`src/rtl/pn_frame_ctrl.sv`:
```
// Sequencing controller for the PN spreading generator: seeds it, gates its advance,
// frames a preamble followed by data symbols, and registers the spread chip stream.
module pn_frame_ctrl #(
  parameter int                LFSR_W        = 4,
  parameter int                CHIPS_PER_BIT = 15,
  parameter logic [LFSR_W-1:0] SEED          = {{(LFSR_W-1){1'b0}}, 1'b1},
  parameter int                PREAMBLE_BITS = 8
) (
  input  logic              clk_sig,
  input  logic              rst_sig,
  input  logic              start_sig,
  input  logic              stop_sig,
  input  logic              bit_valid,
  input  logic              bit_data,
  output logic              bit_ready,
  output logic              pn_load,
  output logic [LFSR_W-1:0] pn_seed,
  output logic              pn_en,
  input  logic              pn_chip,
  output logic              chip_valid,
  output logic              chip_sig,
  output logic              sym_start,
  output logic              busy,
  output logic              underrun
);

  localparam int CNT_W = (CHIPS_PER_BIT > 1) ? $clog2(CHIPS_PER_BIT) : 1;
  localparam int BIT_W = (PREAMBLE_BITS > 1) ? $clog2(PREAMBLE_BITS) : 1;
  localparam logic [CNT_W-1:0] LAST_CHIP = CNT_W'(CHIPS_PER_BIT - 1);
  localparam logic [BIT_W-1:0] LAST_PRE  = BIT_W'(PREAMBLE_BITS - 1);

  typedef enum logic [1:0] {
    IDLE,
    LOAD,
    PREAMBLE,
    DATA
  } state_t;

  state_t           state;
  logic [CNT_W-1:0] chip_cnt;
  logic [BIT_W-1:0] bit_cnt;
  logic             cur_bit;
  logic             stop_pend;
  logic             sym_last;
  logic             at_boundary;

  assign pn_seed  = SEED;
  assign busy     = (state != IDLE);
  assign pn_load  = (state == LOAD);
  assign pn_en    = (state == PREAMBLE) || (state == DATA);
  assign sym_last = (chip_cnt == LAST_CHIP);

  // A new bit is taken only where the next symbol will carry data: every DATA
  // boundary and the final preamble boundary, and never while a stop is pending.
  assign at_boundary = sym_last &&
                       ((state == DATA) || ((state == PREAMBLE) && (bit_cnt == LAST_PRE)));
  assign bit_ready   = at_boundary & ~stop_pend & ~stop_sig;

  always_ff @(posedge clk_sig) begin
    if (rst_sig) begin
      state      <= IDLE;
      chip_cnt   <= '0;
      bit_cnt    <= '0;
      cur_bit    <= 1'b0;
      stop_pend  <= 1'b0;
      underrun   <= 1'b0;
      chip_valid <= 1'b0;
      chip_sig   <= 1'b0;
      sym_start  <= 1'b0;
    end else begin
      chip_valid <= pn_en;
      chip_sig   <= pn_chip ^ cur_bit;
      sym_start  <= pn_en && (chip_cnt == '0);

      case (state)
        IDLE: begin
          cur_bit   <= 1'b0;
          stop_pend <= 1'b0;
          chip_cnt  <= '0;
          bit_cnt   <= '0;
          if (start_sig) begin
            state    <= LOAD;
            underrun <= 1'b0;
          end
        end

        LOAD: begin
          chip_cnt <= '0;
          bit_cnt  <= '0;
          if (stop_sig) stop_pend <= 1'b1;
          state <= PREAMBLE;
        end

        PREAMBLE, DATA: begin
          if (stop_sig) stop_pend <= 1'b1;
          if (sym_last) begin
            chip_cnt <= '0;
            // Symbol alignment with the generator holds because the symbol length
            // equals the PN period, so the generator is never reloaded mid-frame.
            if (stop_pend || stop_sig) begin
              state     <= IDLE;
              stop_pend <= 1'b0;
              cur_bit   <= 1'b0;
            end else if ((state == PREAMBLE) && (bit_cnt != LAST_PRE)) begin
              bit_cnt <= bit_cnt + 1'b1;
            end else begin
              state   <= DATA;
              bit_cnt <= '0;
              if (bit_valid) begin
                cur_bit <= bit_data;
              end else begin
                cur_bit  <= 1'b0;
                underrun <= 1'b1;
              end
            end
          end else begin
            chip_cnt <= chip_cnt + 1'b1;
          end
        end

        default: state <= IDLE;
      endcase
    end
  end

endmodule

```
`config.mk`:
```
export PLATFORM = sky130hd
export DESIGN_NAME = pn_frame_ctrl
export DESIGN_NICKNAME = d
export VERILOG_FILES = /design/src/rtl/pn_frame_ctrl.sv
export SDC_FILE = /design/constraint.sdc
export NUM_CORES = 1
export LEC_CHECK = 0
export BUFFER_PORTS_ARGS = -buffer_cell sky130_fd_sc_hd__buf_4
export CAP_MARGIN = 25
export CELL_PAD_IN_SITES_DETAIL_PLACEMENT = 1
export CELL_PAD_IN_SITES_GLOBAL_PLACEMENT = 1
export CORE_MARGIN = 5
export CORE_UTILIZATION = 37
export DETAILED_ROUTE_END_ITERATION = 10
export GPL_ROUTABILITY_DRIVEN = 0
export PLACE_DENSITY = 0.85
export SLEW_MARGIN = 15
export SYNTH_ARGS = -nofsm -noshare
export SYNTH_HDL_FRONTEND = slang
export SYNTH_SLANG_ARGS = --single-unit
```
`constraint.sdc`:
```
create_clock -name clk_sig -period 1.71 [get_ports clk_sig]
set_input_delay 0.171 -clock clk_sig [delete_from_list [all_inputs] [get_ports clk_sig]]
set_output_delay 0.171 -clock clk_sig [all_outputs]
set_load 0.01 [all_outputs]
```
* Word level (Yosys, flattened, before mapping) *
Cells that the tools add are included.

cells by class
  reduce and logical (&&, ||, !) cells = 17
  add/subtract/negate cells = 2
  equal/unequal tests = 12
  muxes and demuxes = 26
  bitwise gates (word level) = 5

operators with widths
  kind                                                           number
  1-bit 2-to-1 mux                                               12
  2-bit != test, second input constant                           5
  3-bit 2-to-1 mux                                               3
  2-bit 2-to-1 mux                                               4
  4-bit case mux with 2 select lines                             1
  3-bit != test, second input constant                           2
  2-bit case mux with 3 select lines                             1
  3-bit case mux with 2 select lines                             1
  3-bit AND reduction                                            2
  6-bit AND reduction                                            1
  4-bit by 1-bit adder with 4-bit output, second input constant  1
  2-bit == test, second input constant                           2
  4-bit == test, second input constant                           1
  1-bit logical AND                                              4
  4-bit zero test                                                1
  4-bit 2-to-1 mux                                               1
  1-bit case mux with 2 select lines                             2
  2-bit nonzero test                                             2
  2-bit OR reduction                                             2
  3-bit by 1-bit adder with 3-bit output, second input constant  1
  3-bit == test, second input constant                           1
  1-bit logical OR                                               3
  1-bit case mux with 3 select lines                             1
  1-bit bitwise AND                                              2
  5 further kinds                                                6

word-level totals
  register bits = 15
  logic and storage cells = 71
  output and inout port bits = 12

* Depth between registers and ports, before layout *
  depth after elaboration = 6
  depth in mapped cells = 5

* Least setup slack after synthesis *
No wires, ideal clock.

  kind = flip-flop to flip-flop
  from = register bit_cnt[0]
  to = register cur_bit
  slack = 280 ps
  arrival = 1308 ps
  clock period less this slack = 1430 ps
  setup time = 122 ps
  stages on the path, launching flop included = 6
  path through = dfxtp_1 > ha_1 > ha_1 > nor2_1 > nor4_1 > a311o_1

between the ends
  word-level cells in the longest chain between the ends = 4

ends and longest elaborated chain
  element                        line  RTL
  start: declaration             41    logic [BIT_W-1:0] bit_cnt;
  start signal: assignment       105   bit_cnt <= bit_cnt + 1'b1;
  3-bit != test                  104   end else if ((state == PREAMBLE) && (bit_cnt != LAST_PRE)) begin
  1-bit logical AND              104
  3-bit != test (no line)        n/a
  3-bit AND reduction (no line)  n/a
  end signal: assignment         110   cur_bit <= bit_data;
  end: declaration               42    logic cur_bit;

No other way between the ends.
A chain may end at the register's enable or synchronous reset.

* Final worst setup path *
  from = register chip_cnt[0]
  to = output bit_ready

between the ends
  word-level cells in the longest chain between the ends = 4

ends and longest elaborated chain
  element                          line  RTL
  start: declaration               40    logic [CNT_W-1:0] chip_cnt;
  start signal: assignment         117   chip_cnt <= chip_cnt + 1'b1;
  4-bit == test                    51    assign sym_last = (chip_cnt == LAST_CHIP);
  1-bit logical AND                55    assign at_boundary = sym_last &&
  1-bit bitwise AND (2 in series)  57    assign bit_ready = at_boundary & ~stop_pend & ~stop_sig;
  end: declaration                 15    output logic bit_ready,

No other way between the ends.

==> metrics.csv <==
stage,metric,value,unit
timing,RSZ-0062 raised after global routing,false,
grt,largest net degree at the start of global routing,11,
timing,period utilization,0.9611,
drt,Antenna Nets Post-Route,0,
power_and_ir_drop,Leakage,0.3958,nW
finish,Layout area overhead,26.35,%
yosys,Yosys top cell by area,dfxtp_1,
yosys,Post-synth top cells,"dfxtp_1, buf_4, nor2_1",
hold_path,Hold WC Path Type,input pin to register,
drt,vias post-DR,613,
yosys,sequential share of the synthesized area,0.4054,
grt,gr usage total,0.1362,
drt,met2 wire len,970,um
worst_setup_path,FF-to-FF path depth,7,
worst_setup_path,FF-to-FF Start,chip_cnt[0],
drt,top sig layer,met4,
grt,initial antenna violation count,0,
timing,Hold Slack,0.1150,ns
finish,layout cells sized above 1,0.3656,
yosys,Post-Synthesis Cells,77,
floorplanning,Ports,19,
worst_setup_path,Worst R2R End,bit_cnt[1],
clock_network,clk buf depth,2,
yosys,Syn. warnings,0,
yosys,Yosys cell types,32,
clock_network,clock latency on the worst-skew pair,0.28,ns
yosys,Mapped Area,740.7,um^2
drt,Vias/cell,5.108,
grt,first-pass GRT wire length,2.891,mm
clock_network,total CTS buffers,3,
finish,number of antenna diodes,0,
yosys,count of flip-flops with a built-in enable after synthesis,0,
timing,Final TNS setup,0,ns
drt,"wirelength, routed",1.783,mm
finish,final net count,106,
drt,DRC Markers,0,
finish,register area,307.8,um^2
yosys,most numerous cell in the Yosys netlist,dfxtp_1,
worst_setup_path,CP Launch Point,chip_cnt[0],
job,# Max-Cap Violations,0,
timing,Final Hold Vio Count,0,
clock_network,Clock Sinks,15,
worst_setup_path,CP peak stage delay,0.38,ns
yosys,post-synthesis register bit count,15,
timing,Final Slew Violations,0,
grt,global route overflow,0,
placed_design,Detailed Place HPWL,1.294,mm
drt,DR pass1 iterations,4,
yosys,Async SR Flop Fraction,0,
clock_network,# hold bufs at CTS,0,
worst_setup_path,CP Max Fanout,5,
worst_setup_path,critical path class,register to output port,
worst_setup_path,crit end category,output port,
worst_setup_path,critical path arrival,1.47,ns
yosys,top cell type's share of synthesized area,0.4054,
drt,initial DRC count,3,
power_and_ir_drop,power consumption,0.0006832,W
floorplanning,# rows,16,
worst_setup_path,Setup crit end,bit_ready,
floorplanning,Core Area,0.001942,mm^2
worst_setup_path,internal reg-to-reg setup slack,0.27,ns
finish,fillers,237,
clock_network,Root Driver,clkbuf_4,
status,outcome,"complete, no violations",
timing,final setup violation count,0,
timing,fmax,608.5,MHz
worst_setup_path,slowest cell on the critical path,dfxtp_4,
drt,DRT met1 WL,740,um
worst_setup_path,crit-path cells,inv_4 > ha_4 > nand3_4 > nor4b_4 > buf_4,
timing,final setup margin,0.06654,ns
grt,vias in the first global route,611,
placed_design,Setup WS pre-CTS,0.1378,ns
clock_network,Worst-path clk slew,0.08,ns
timing,final clock skew,0.0006982,ns
finish,Final Util,0.4820,
clock_network,CTS tree,built,
floorplanning,Initial Utilization,0.3814,
yosys,syn_area_per_cell,9.620,um^2
floorplanning,Die Y,54.74,um
drt,drt wl/cell,14.86,um
clock_network,CTS H-tree depth,1,
drt,wire length on met3,39,um
power_and_ir_drop,Peak VDD IR,587.8,uV
timing,minimum clock period,1.643,ns
placed_design,PortBufs,14,
power_and_ir_drop,PD cells,730.0,mW/mm^2
yosys,ys flop type,dfxtp_1,
yosys,Synth area leaders,"dfxtp_1, ha_1, buf_4",
worst_setup_path,crit path launch type,register,
floorplanning,die area,0.002996,mm^2
finish,area of the multi-input gates,415.4,um^2
worst_setup_path,Crit path required time,1.54,ns
floorplanning,DIE WIDTH,54.74,um
-- cell type report --
cell class | count | area share
Tap cell | 27 | 0.03610
Timing Repair Buffer | 17 | 0.1364
Multi-Input combinational cell | 51 | 0.4438
Sequential cell | 15 | 0.3289
Clock buffer | 4 | 0.02807
Inverter | 6 | 0.02674
-- metrics by stage --
stage,area (um^2),std cells
after floorplan,748.2,79
after global placement,845.8,114
after detailed placement,845.8,114
after CTS,907.1,118
after global routing,935.9,120
final,935.9,120
-- critical path: cells and delay by family (launching register included) --
family	cells	cell delay, ns
adders and majority gates	1	0.16
buffers and inverters	2	0.24
DFF	1	0.38
and+or+nand+nor	2	0.42
-- how the worst min path moves through the flow --
stage          cells past startpoint   endpoint  startpoint  slack [ns]
2_1_floorplan                      1  stop_pend     rst_sig        0.24
3_3_place_gp                       2  stop_pend     rst_sig        0.40
3_5_place_dp                       2  stop_pend     rst_sig        0.41
4_1_cts                            2  stop_pend     rst_sig        0.10
5_1_grt                            2   chip_sig     rst_sig        0.11
6_report                           2   chip_sig     rst_sig        0.11
-- layout by cell type (no fill, tap or decap), types with 2 or more instances in the layout --
cell	Yosys	routed
conb_1	2	4
nor2_1	6	5
dfxtp_1	15	11
xnor2_1	2	2
buf_4	6	17
and3_1	2	2
ha_1	5	3
nand4_1	2	2
dfxtp_2	0	3
inv_1	5	4
a21o_1	2	2
nand4b_1	2	2
a311oi_1	2	2
a21oi_1	4	4
o21ai_0	4	4
clkbuf_4	0	3
-- layer usage --
metal / track usage / up-vias
met3: 0.02452 / 4
met2: 0.2382 / 7
met4: 0.06224 / 0
met1: 0.1582 / 296
li1: - / 306
met5: 0 / -
-- timing repair --
action | in CTS | in global routing
buffers inserted | 0 | 2
resized for setup | 8 | 6
pin swaps | 1 | 1
setup endpoints to repair | 1 | 1
-- where the power goes --
part | internal, W | switching [W]
sequential | 0.000361 | 0.0000167
clock | 0.0000905 | 0.000109
combinational | 0.0000496 | 0.0000560
total | 0.000501 | 0.000182
-- sequential cells by signal, summed over array words and instances, names as in the netlist --
signal,flops
state,2
underrun,1
cur_bit,1
bit_cnt,3
chip_sig,1
stop_pend,1
chip_valid,1
sym_start,1
chip_cnt,4
-- kinds of logic after synthesis --
group                      count (synthesis)  share of synthesized area
and+or+nand+nor                           21                     0.1943
xor gates and xnor gates                   2                    0.02365
other                                      2                    0.01014
DFF                                       15                     0.4054
adders and majority gates                  5                    0.08446
AOI/OAI and AO/OA                         19                     0.1858
buffers and inverters                     13                    0.09627
No activity file was read; power rests on OpenSTA's default activity.
